===== src/rtl/range_adj_pkg.sv =====
// Shared constants for the range adjust sequencer: FSM encodings, size defaults
// and the decimal power table used for digit lengths and segment bounds.
package range_adj_pkg;

  localparam int DEF_W      = 40;
  localparam int MAX_DIGITS = 12;
  localparam int DEF_LW     = 4;

  typedef logic [2:0] state_t;

  localparam state_t IDLE    = 3'd0;
  localparam state_t CNT_LO  = 3'd1;
  localparam state_t CNT_HI  = 3'd2;
  localparam state_t ADJ_MIN = 3'd3;
  localparam state_t ADJ_MAX = 3'd4;
  localparam state_t SEG     = 3'd5;
  localparam state_t EMIT    = 3'd6;

  // POW10[k] for k = 0..MAX_DIGITS; indices outside the table give 0.
  function automatic logic [63:0] pow10(input logic [7:0] k);
    logic [63:0] p;
    case (k)
      8'd0:    p = 64'd1;
      8'd1:    p = 64'd10;
      8'd2:    p = 64'd100;
      8'd3:    p = 64'd1000;
      8'd4:    p = 64'd10000;
      8'd5:    p = 64'd100000;
      8'd6:    p = 64'd1000000;
      8'd7:    p = 64'd10000000;
      8'd8:    p = 64'd100000000;
      8'd9:    p = 64'd1000000000;
      8'd10:   p = 64'd10000000000;
      8'd11:   p = 64'd100000000000;
      8'd12:   p = 64'd1000000000000;
      default: p = 64'd0;
    endcase
    return p;
  endfunction

endpackage


===== src/rtl/range_adj_ctrl_digit_len_cnt.sv =====
// Iterative decimal digit counter: one comparison against a growing power of
// ten per cycle, so a value of L digits reports done in its L-th cycle.
module digit_len_cnt #(
  parameter int W          = 40,
  parameter int LW         = 4,
  parameter int MAX_DIGITS = 12
) (
  input  logic          clk,
  input  logic          rst_n,
  input  logic          start,
  input  logic [W-1:0]  value,
  output logic          done,
  output logic [LW-1:0] len
);

  logic [W-1:0]  val_r;
  logic [W-1:0]  pow_r;
  logic [LW-1:0] len_r;
  logic          active_r;
  logic          step_s;

  assign step_s = (val_r >= pow_r) && (len_r < LW'(MAX_DIGITS));
  assign done   = active_r && !step_s;
  assign len    = len_r;

  // Load on start, then multiply the power by ten until the value falls below it.
  always_ff @(posedge clk or negedge rst_n) begin
    if (!rst_n) begin
      val_r    <= {W{1'b0}};
      pow_r    <= {W{1'b0}};
      len_r    <= {LW{1'b0}};
      active_r <= 1'b0;
    end else if (start) begin
      val_r    <= value;
      pow_r    <= W'(4'd10);
      len_r    <= LW'(1'b1);
      active_r <= 1'b1;
    end else if (active_r && step_s) begin
      pow_r    <= (pow_r << 3) + (pow_r << 1);
      len_r    <= len_r + LW'(1'b1);
    end else begin
      active_r <= 1'b0;
    end
  end

endmodule


===== src/rtl/range_adj_ctrl_min_max_adj.sv =====
// Combinational minMaxAdj: moves an odd-length bound onto the nearest even
// digit length (up for a minimum, down for a maximum).
module min_max_adj #(
  parameter int W  = 40,
  parameter int LW = 4
) (
  input  logic          en,
  input  logic          sel,
  input  logic [W-1:0]  value,
  input  logic [LW-1:0] len,
  output logic [W-1:0]  adj_value,
  output logic [LW-1:0] adj_len
);

  import range_adj_pkg::*;

  // Even lengths and a disabled block pass through untouched.
  always_comb begin
    adj_value = value;
    adj_len   = len;
    if (en && len[0]) begin
      if (!sel) begin
        adj_value = W'(pow10(8'(len)));
        adj_len   = len + LW'(1'b1);
      end else begin
        adj_value = W'(pow10(8'(len) - 8'd1)) - W'(1'b1);
        adj_len   = len - LW'(1'b1);
      end
    end else begin
      adj_value = value;
      adj_len   = len;
    end
  end

endmodule


===== src/rtl/range_adj_ctrl.sv =====
// Range adjust sequencer: counts digits of both bounds, evens them out through
// one shared minMaxAdj, then emits one beat per even digit-length segment.
module range_adj_ctrl #(
  parameter int W          = range_adj_pkg::DEF_W,
  parameter int MAX_DIGITS = range_adj_pkg::MAX_DIGITS,
  parameter int LW         = range_adj_pkg::DEF_LW
) (
  input  logic          clk,
  input  logic          rst_n,
  input  logic          in_valid,
  output logic          in_ready,
  input  logic [W-1:0]  in_lo,
  input  logic [W-1:0]  in_hi,
  output logic          out_valid,
  input  logic          out_ready,
  output logic [W-1:0]  out_lo,
  output logic [W-1:0]  out_hi,
  output logic [LW-1:0] out_half,
  output logic          out_empty,
  output logic          out_last,
  output logic          busy
);

  import range_adj_pkg::*;

  state_t        state_r, state_s;
  logic [W-1:0]  lo_r, lo_s, hi_r, hi_s;
  logic          inv_r, inv_s;
  logic [LW-1:0] len_lo_r, len_lo_s, len_hi_r, len_hi_s;
  logic [W-1:0]  adj_lo_r, adj_lo_s, adj_hi_r, adj_hi_s;
  logic [LW-1:0] adj_len_lo_r, adj_len_lo_s, adj_len_hi_r, adj_len_hi_s;
  logic [LW-1:0] seg_len_r, seg_len_s;
  logic [W-1:0]  out_lo_r, out_lo_s, out_hi_r, out_hi_s;
  logic [LW-1:0] out_half_r, out_half_s;
  logic          out_empty_r, out_empty_s, out_last_r, out_last_s;
  logic          out_valid_r, out_valid_s, in_ready_r, in_ready_s, busy_r, busy_s;

  logic          cnt_start_s, cnt_done_s;
  logic [W-1:0]  cnt_value_s;
  logic [LW-1:0] cnt_len_s;
  logic          mma_sel_s;
  logic [W-1:0]  mma_value_s, mma_adj_value_s;
  logic [LW-1:0] mma_len_s, mma_adj_len_s;
  logic [W-1:0]  seg_floor_s, seg_ceil_s;
  logic [LW:0]   seg_len_p2_s;

  digit_len_cnt #(.W(W), .LW(LW), .MAX_DIGITS(MAX_DIGITS)) u_cnt (
    .clk   (clk),
    .rst_n (rst_n),
    .start (cnt_start_s),
    .value (cnt_value_s),
    .done  (cnt_done_s),
    .len   (cnt_len_s)
  );

  min_max_adj #(.W(W), .LW(LW)) u_mma (
    .en        (1'b1),
    .sel       (mma_sel_s),
    .value     (mma_value_s),
    .len       (mma_len_s),
    .adj_value (mma_adj_value_s),
    .adj_len   (mma_adj_len_s)
  );

  // Next-state, shared-resource steering and beat construction.
  always_comb begin
    state_s      = state_r;
    lo_s         = lo_r;
    hi_s         = hi_r;
    inv_s        = inv_r;
    len_lo_s     = len_lo_r;
    len_hi_s     = len_hi_r;
    adj_lo_s     = adj_lo_r;
    adj_hi_s     = adj_hi_r;
    adj_len_lo_s = adj_len_lo_r;
    adj_len_hi_s = adj_len_hi_r;
    seg_len_s    = seg_len_r;
    out_lo_s     = out_lo_r;
    out_hi_s     = out_hi_r;
    out_half_s   = out_half_r;
    out_empty_s  = out_empty_r;
    out_last_s   = out_last_r;
    out_valid_s  = out_valid_r;
    cnt_start_s  = 1'b0;
    cnt_value_s  = hi_r;
    mma_sel_s    = 1'b0;
    mma_value_s  = lo_r;
    mma_len_s    = len_lo_r;
    seg_floor_s  = W'(pow10(8'(seg_len_r) - 8'd1));
    seg_ceil_s   = W'(pow10(8'(seg_len_r))) - W'(1'b1);
    seg_len_p2_s = {1'b0, seg_len_r} + {{(LW-1){1'b0}}, 2'd2};

    case (state_r)
      IDLE: begin
        if (in_valid && in_ready_r) begin
          lo_s = in_lo;
          hi_s = in_hi;
          if (in_lo > in_hi) begin
            inv_s   = 1'b1;
            state_s = SEG;
          end else begin
            inv_s       = 1'b0;
            cnt_start_s = 1'b1;
            cnt_value_s = in_lo;
            state_s     = CNT_LO;
          end
        end else begin
          state_s = IDLE;
        end
      end
      CNT_LO: begin
        // The counter is restarted on hi in the same cycle lo finishes.
        if (cnt_done_s) begin
          len_lo_s    = cnt_len_s;
          cnt_start_s = 1'b1;
          cnt_value_s = hi_r;
          state_s     = CNT_HI;
        end else begin
          state_s = CNT_LO;
        end
      end
      CNT_HI: begin
        if (cnt_done_s) begin
          len_hi_s = cnt_len_s;
          state_s  = ADJ_MIN;
        end else begin
          state_s = CNT_HI;
        end
      end
      ADJ_MIN: begin
        mma_sel_s    = 1'b0;
        mma_value_s  = lo_r;
        mma_len_s    = len_lo_r;
        adj_lo_s     = mma_adj_value_s;
        adj_len_lo_s = mma_adj_len_s;
        seg_len_s    = mma_adj_len_s;
        state_s      = ADJ_MAX;
      end
      ADJ_MAX: begin
        mma_sel_s    = 1'b1;
        mma_value_s  = hi_r;
        mma_len_s    = len_hi_r;
        adj_hi_s     = mma_adj_value_s;
        adj_len_hi_s = mma_adj_len_s;
        state_s      = SEG;
      end
      SEG: begin
        out_valid_s = 1'b1;
        state_s     = EMIT;
        if (inv_r || (adj_lo_r > adj_hi_r) || (adj_len_lo_r > adj_len_hi_r)) begin
          out_lo_s    = {W{1'b0}};
          out_hi_s    = {W{1'b0}};
          out_half_s  = {LW{1'b0}};
          out_empty_s = 1'b1;
          out_last_s  = 1'b1;
        end else begin
          out_lo_s    = (adj_lo_r > seg_floor_s) ? adj_lo_r : seg_floor_s;
          out_hi_s    = (adj_hi_r < seg_ceil_s) ? adj_hi_r : seg_ceil_s;
          out_half_s  = {1'b0, seg_len_r[LW-1:1]};
          out_empty_s = 1'b0;
          out_last_s  = seg_len_p2_s > {1'b0, adj_len_hi_r};
        end
      end
      EMIT: begin
        if (out_ready) begin
          out_valid_s = 1'b0;
          if (out_last_r) begin
            state_s = IDLE;
          end else begin
            seg_len_s = seg_len_r + LW'(2'd2);
            state_s   = SEG;
          end
        end else begin
          state_s = EMIT;
        end
      end
      default: begin
        state_s     = IDLE;
        out_valid_s = 1'b0;
      end
    endcase

    in_ready_s = (state_s == IDLE);
    busy_s     = (state_s != IDLE);
  end

  // State and registered outputs; reset drops any range in flight.
  always_ff @(posedge clk or negedge rst_n) begin
    if (!rst_n) begin
      state_r      <= IDLE;
      lo_r         <= {W{1'b0}};
      hi_r         <= {W{1'b0}};
      inv_r        <= 1'b0;
      len_lo_r     <= {LW{1'b0}};
      len_hi_r     <= {LW{1'b0}};
      adj_lo_r     <= {W{1'b0}};
      adj_hi_r     <= {W{1'b0}};
      adj_len_lo_r <= {LW{1'b0}};
      adj_len_hi_r <= {LW{1'b0}};
      seg_len_r    <= {LW{1'b0}};
      out_lo_r     <= {W{1'b0}};
      out_hi_r     <= {W{1'b0}};
      out_half_r   <= {LW{1'b0}};
      out_empty_r  <= 1'b0;
      out_last_r   <= 1'b0;
      out_valid_r  <= 1'b0;
      in_ready_r   <= 1'b0;
      busy_r       <= 1'b0;
    end else begin
      state_r      <= state_s;
      lo_r         <= lo_s;
      hi_r         <= hi_s;
      inv_r        <= inv_s;
      len_lo_r     <= len_lo_s;
      len_hi_r     <= len_hi_s;
      adj_lo_r     <= adj_lo_s;
      adj_hi_r     <= adj_hi_s;
      adj_len_lo_r <= adj_len_lo_s;
      adj_len_hi_r <= adj_len_hi_s;
      seg_len_r    <= seg_len_s;
      out_lo_r     <= out_lo_s;
      out_hi_r     <= out_hi_s;
      out_half_r   <= out_half_s;
      out_empty_r  <= out_empty_s;
      out_last_r   <= out_last_s;
      out_valid_r  <= out_valid_s;
      in_ready_r   <= in_ready_s;
      busy_r       <= busy_s;
    end
  end

  assign in_ready  = in_ready_r;
  assign busy      = busy_r;
  assign out_valid = out_valid_r;
  assign out_lo    = out_lo_r;
  assign out_hi    = out_hi_r;
  assign out_half  = out_half_r;
  assign out_empty = out_empty_r;
  assign out_last  = out_last_r;

endmodule

===== config.mk =====
export PLATFORM = sky130hd
export DESIGN_NAME = range_adj_ctrl
export DESIGN_NICKNAME = d
export VERILOG_FILES = /design/src/rtl/range_adj_pkg.sv /design/src/rtl/range_adj_ctrl_digit_len_cnt.sv /design/src/rtl/range_adj_ctrl_min_max_adj.sv /design/src/rtl/range_adj_ctrl.sv
export SDC_FILE = /design/constraint.sdc
export NUM_CORES = 1
export LEC_CHECK = 0
export CAP_MARGIN = 20
export CORE_MARGIN = 5
export CORE_UTILIZATION = 35
export CTS_BUF_LIST = sky130_fd_sc_hd__clkbuf_8
export DETAILED_ROUTE_END_ITERATION = 6
export DONT_BUFFER_PORTS = 1
export PLACE_DENSITY = 0.5
export SLEW_MARGIN = 20
export SYNTH_ARGS = -nofsm -noshare
export SYNTH_HDL_FRONTEND = slang
export SYNTH_SLANG_ARGS = --single-unit

===== constraint.sdc =====
create_clock -name clk -period 6.9 [get_ports clk]
set_clock_uncertainty 0.1 [all_clocks]
set_input_delay 1.035 -clock clk [delete_from_list [all_inputs] [get_ports clk]]
set_output_delay 1.035 -clock clk [all_outputs]
set_load 0.01 [all_outputs]

==> flow_metrics.py <==
metrics = {
    "floorplan": {
        "start_util_pct": 35.3,
        "rows": 95,
        "chipHeight_um": 270,
        "dieArea_um2": 72900,
        "die_w_um": 270,
        "core_area_um2": 67200,
        "ios": 173,
    },
    "layout": {
        "drive_gt1_share_pct": 10.2,
        "finalNetCount": 2892,
        "area.growth.synth_to_final_pct": 9.86,
        "utilization_pct": 38.7,
    },
    "route": {
        "ant_nets": 0,
        "num_vias": 19654,
        "drt_wl_total_um": 83800,
        "dr.first_iter.drc_count": 1379,
        "avgRoutedWirePerCell_um": 24.3,
        "drt_first_pass_iters": 6,
        "viasPerCell": 5.69,
        "drc_errors": 0,
    },
    "clock_tree": {
        "cts_tree": "built",
        "clock_latency_ns": 0.65,
        "htree_levels": 3,
        "cts_sinks": 353,
        "clockRootBuffer": "clkbuf_8",
        "clk_pin_slew_ns": 0.06,
        "cts-buffers-inserted": 68,
        "postCtsSetupRepairBufs": 0,
        "clockBufferDepth": 3,
    },
    "yosys": {
        "synthArstFlopShare_pct": 100,
        "synth-edff-count": 0,
        "yosysTopAreaCell": "dfrtp_1",
        "synthCells": 2555,
        "syn_area_per_cell_um2": 9.27,
        "ys_seq_area_share_pct": 37.3,
        "synth_cell_type_count": 91,
        "synth.top_cell.area_share_pct": 37.3,
        "yosysWarnings": 0,
        "ys_top_cells_by_count": "353 x dfrtp_1, 278 x ha_1, 230 x nand2_1",
        "ys.flop_type": "dfrtp_1",
        "ys_ff_latch": 353,
        "netlist_area_um2": 23700,
        "synth_area_leaders": "dfrtp_1 37%, ha_1 15%, mux2_2 4.4%",
        "yosysMostFrequentCell": "dfrtp_1",
    },
    "critical_path": {
        "cp-end-kind": "register",
        "path_max_fanout": 62,
        "ff2ff_path_depth": 15,
        "crit_path_start_kind": "register",
        "crit_arrival_ns": 6.28,
        "rr_endpoint": "adj_lo_r[30]",
        "crit_start": "state_r[2]",
        "ff2ff_setup_slack_ns": 1.03,
        "timing.rr.start": "state_r[2]",
        "crit_type": "reg2reg",
        "cp.required_ns": 7.30,
    },
    "timing": {
        "rsz0062_at_grt": "no",
        "drv_slew": 0,
        "period_needed_ns": 5.87,
        "slew_headroom_pct": 32.4,
        "setup_tns_ns": 0,
        "fin_crit_sh_pct": 85.1,
        "fmax_mhz": 170,
        "setup_violations": 0,
        "hold_viol": 0,
        "worst_pin_slew_ns": 1.01,
    },
    "grt": {
        "top_usage_layer": "met2",
        "grt_pass1_wl_um": 126000,
        "use_met1_pct": 29.1,
        "grt_max_degree": 216,
        "grt_overflow": 0,
        "grt_pass1_vias": 19516,
        "grt_util_met3_pct": 3.86,
        "antenna_found_initial": 1,
        "track_usage_pct": 22.3,
        "use_met2_pct": 36.9,
    },
    "run_status": {
        "status": "complete, no violations",
    },
    "place": {
        "gp_congestion": 0.924,
        "hpwl_um": 63800,
        "io_buffer_count": 0,
    },
    "run": {
        "max-cap-violations": 0,
    },
    "worst_hold_path": {
        "hold_path.class": "in2async",
    },
    "power_and_ir_drop": {
        "leakagePower_nw": 12.1,
        "power_density_nw_per_um2": 532,
        "peakVddDrop_uv": 229,
    },
}
layer usage:
metal | up-vias | part of all wire (%)
li1 | 9282 | -
met1 | 9762 | 44
met2 | 480 | 47
met3 | 130 | 5.0
met4 | 0 | 3.8
met5 | - | 0
area by class of cell:
class	instances	area [µm²]
inverters	174	663
flip-flops and latches	353	8830
multi-input cells	1900	13700
well taps	873	1090
diodes	1	2.50
fillers	6761	41100
clock inverters	37	249
repair buffers	32	333
clock buffers	82	1130
kinds of logic (layout without fill, tap and decap cells):
family | after synthesis | count (layout) | share of synthesized area, %
simple gates | 694 | 694 | 13.8
mux | 166 | 166 | 7.64
compound gates | 700 | 700 | 19.2
buf+inv | 311 | 325 | 5.16
fa+ha+maj | 279 | 279 | 14.8
flops | 353 | 353 | 37.3
xor+xnor | 50 | 50 | 2.01
other cells | 2 | 12 | 0.0317
flip-flops by register name, indices dropped and copies added (netlist names), 3 cells and up:
signal	flops
adj_hi_r	40
adj_len_hi_r	3
adj_len_lo_r	3
adj_lo_r	40
hi_r	40
len_hi_r	4
len_lo_r	4
lo_r	40
out_half	3
out_hi	40
out_lo	40
seg_len_r	3
state_r	3
u_cnt.len	4
u_cnt.pow_r	39
u_cnt.val_r	40
worst max-delay path by stage:
stage	end	slack [ns]	cells after the start
2_1_floorplan	out_hi[21]	1.63	22
4_1_cts	adj_hi_r[22]	1.13	14
6_report	adj_lo_r[30]	1.03	15
3_5_place_dp	adj_lo_r[30]	1.13	15
3_3_place_gp	adj_hi_r[22]	1.29	14
5_1_grt	adj_hi_r[30]	0.71	15
worst max-delay path, stage by stage (launching register included):
cell     delay (ns)
dfrtp_1        0.56
inv_4          0.09
or3_4          0.61
inv_6          0.49
mux2i_1        0.56
ha_1           0.49
inv_1          0.12
ha_1           0.49
a21oi_1        0.67
nand3_1        0.20
ha_1           0.32
o31a_1         0.19
and4_4         0.23
and2_1         0.22
o31ai_2        0.25
o21ai_1        0.09
what timing repair did:
item                                    4_1_cts  5_1_grt
hold endpoints to repair                    215        0
hold buffers                                  3        0
endpoints found under the setup margin        0        0
gates resized for setup                       0        0
stage by stage:
stage / cells / setup slack, ns / power (mW) / hold slack, ns / area [µm²]
floorplan: 2564 / 1.63 / 9.15 / 0.350 / 23700
global placement: 3328 / 1.29 / 11.5 / 0.369 / 24500
detailed placement: 3328 / 1.13 / 11.6 / 0.372 / 24500
CTS: 3450 / 1.13 / 13.9 / 0.174 / 26000
global route: 3452 / 0.712 / 14.9 / 0.190 / 26000
finish: 3452 / 1.03 / 13.8 / 0.189 / 26000
placed cells by master (no fill, tap or decap), drive strengths merged, types with 46 or more instances in the layout:
master / n
clkbuf: 82
nor2: 172
o22ai: 46
inv: 196
nor3: 77
mux2: 94
ha: 278
a21oi: 180
mux2i: 72
nand2: 230
o21ai: 165
a21o: 66
nand3: 49
dfrtp: 353
power by group:
part / switching [mW] / internal, mW
clock: 0.979 / 1.19
combinational: 4.59 / 2.91
sequential: 1.21 / 2.95
total: 6.78 / 7.05
Note: power is estimated with default switching activity, not from simulation.
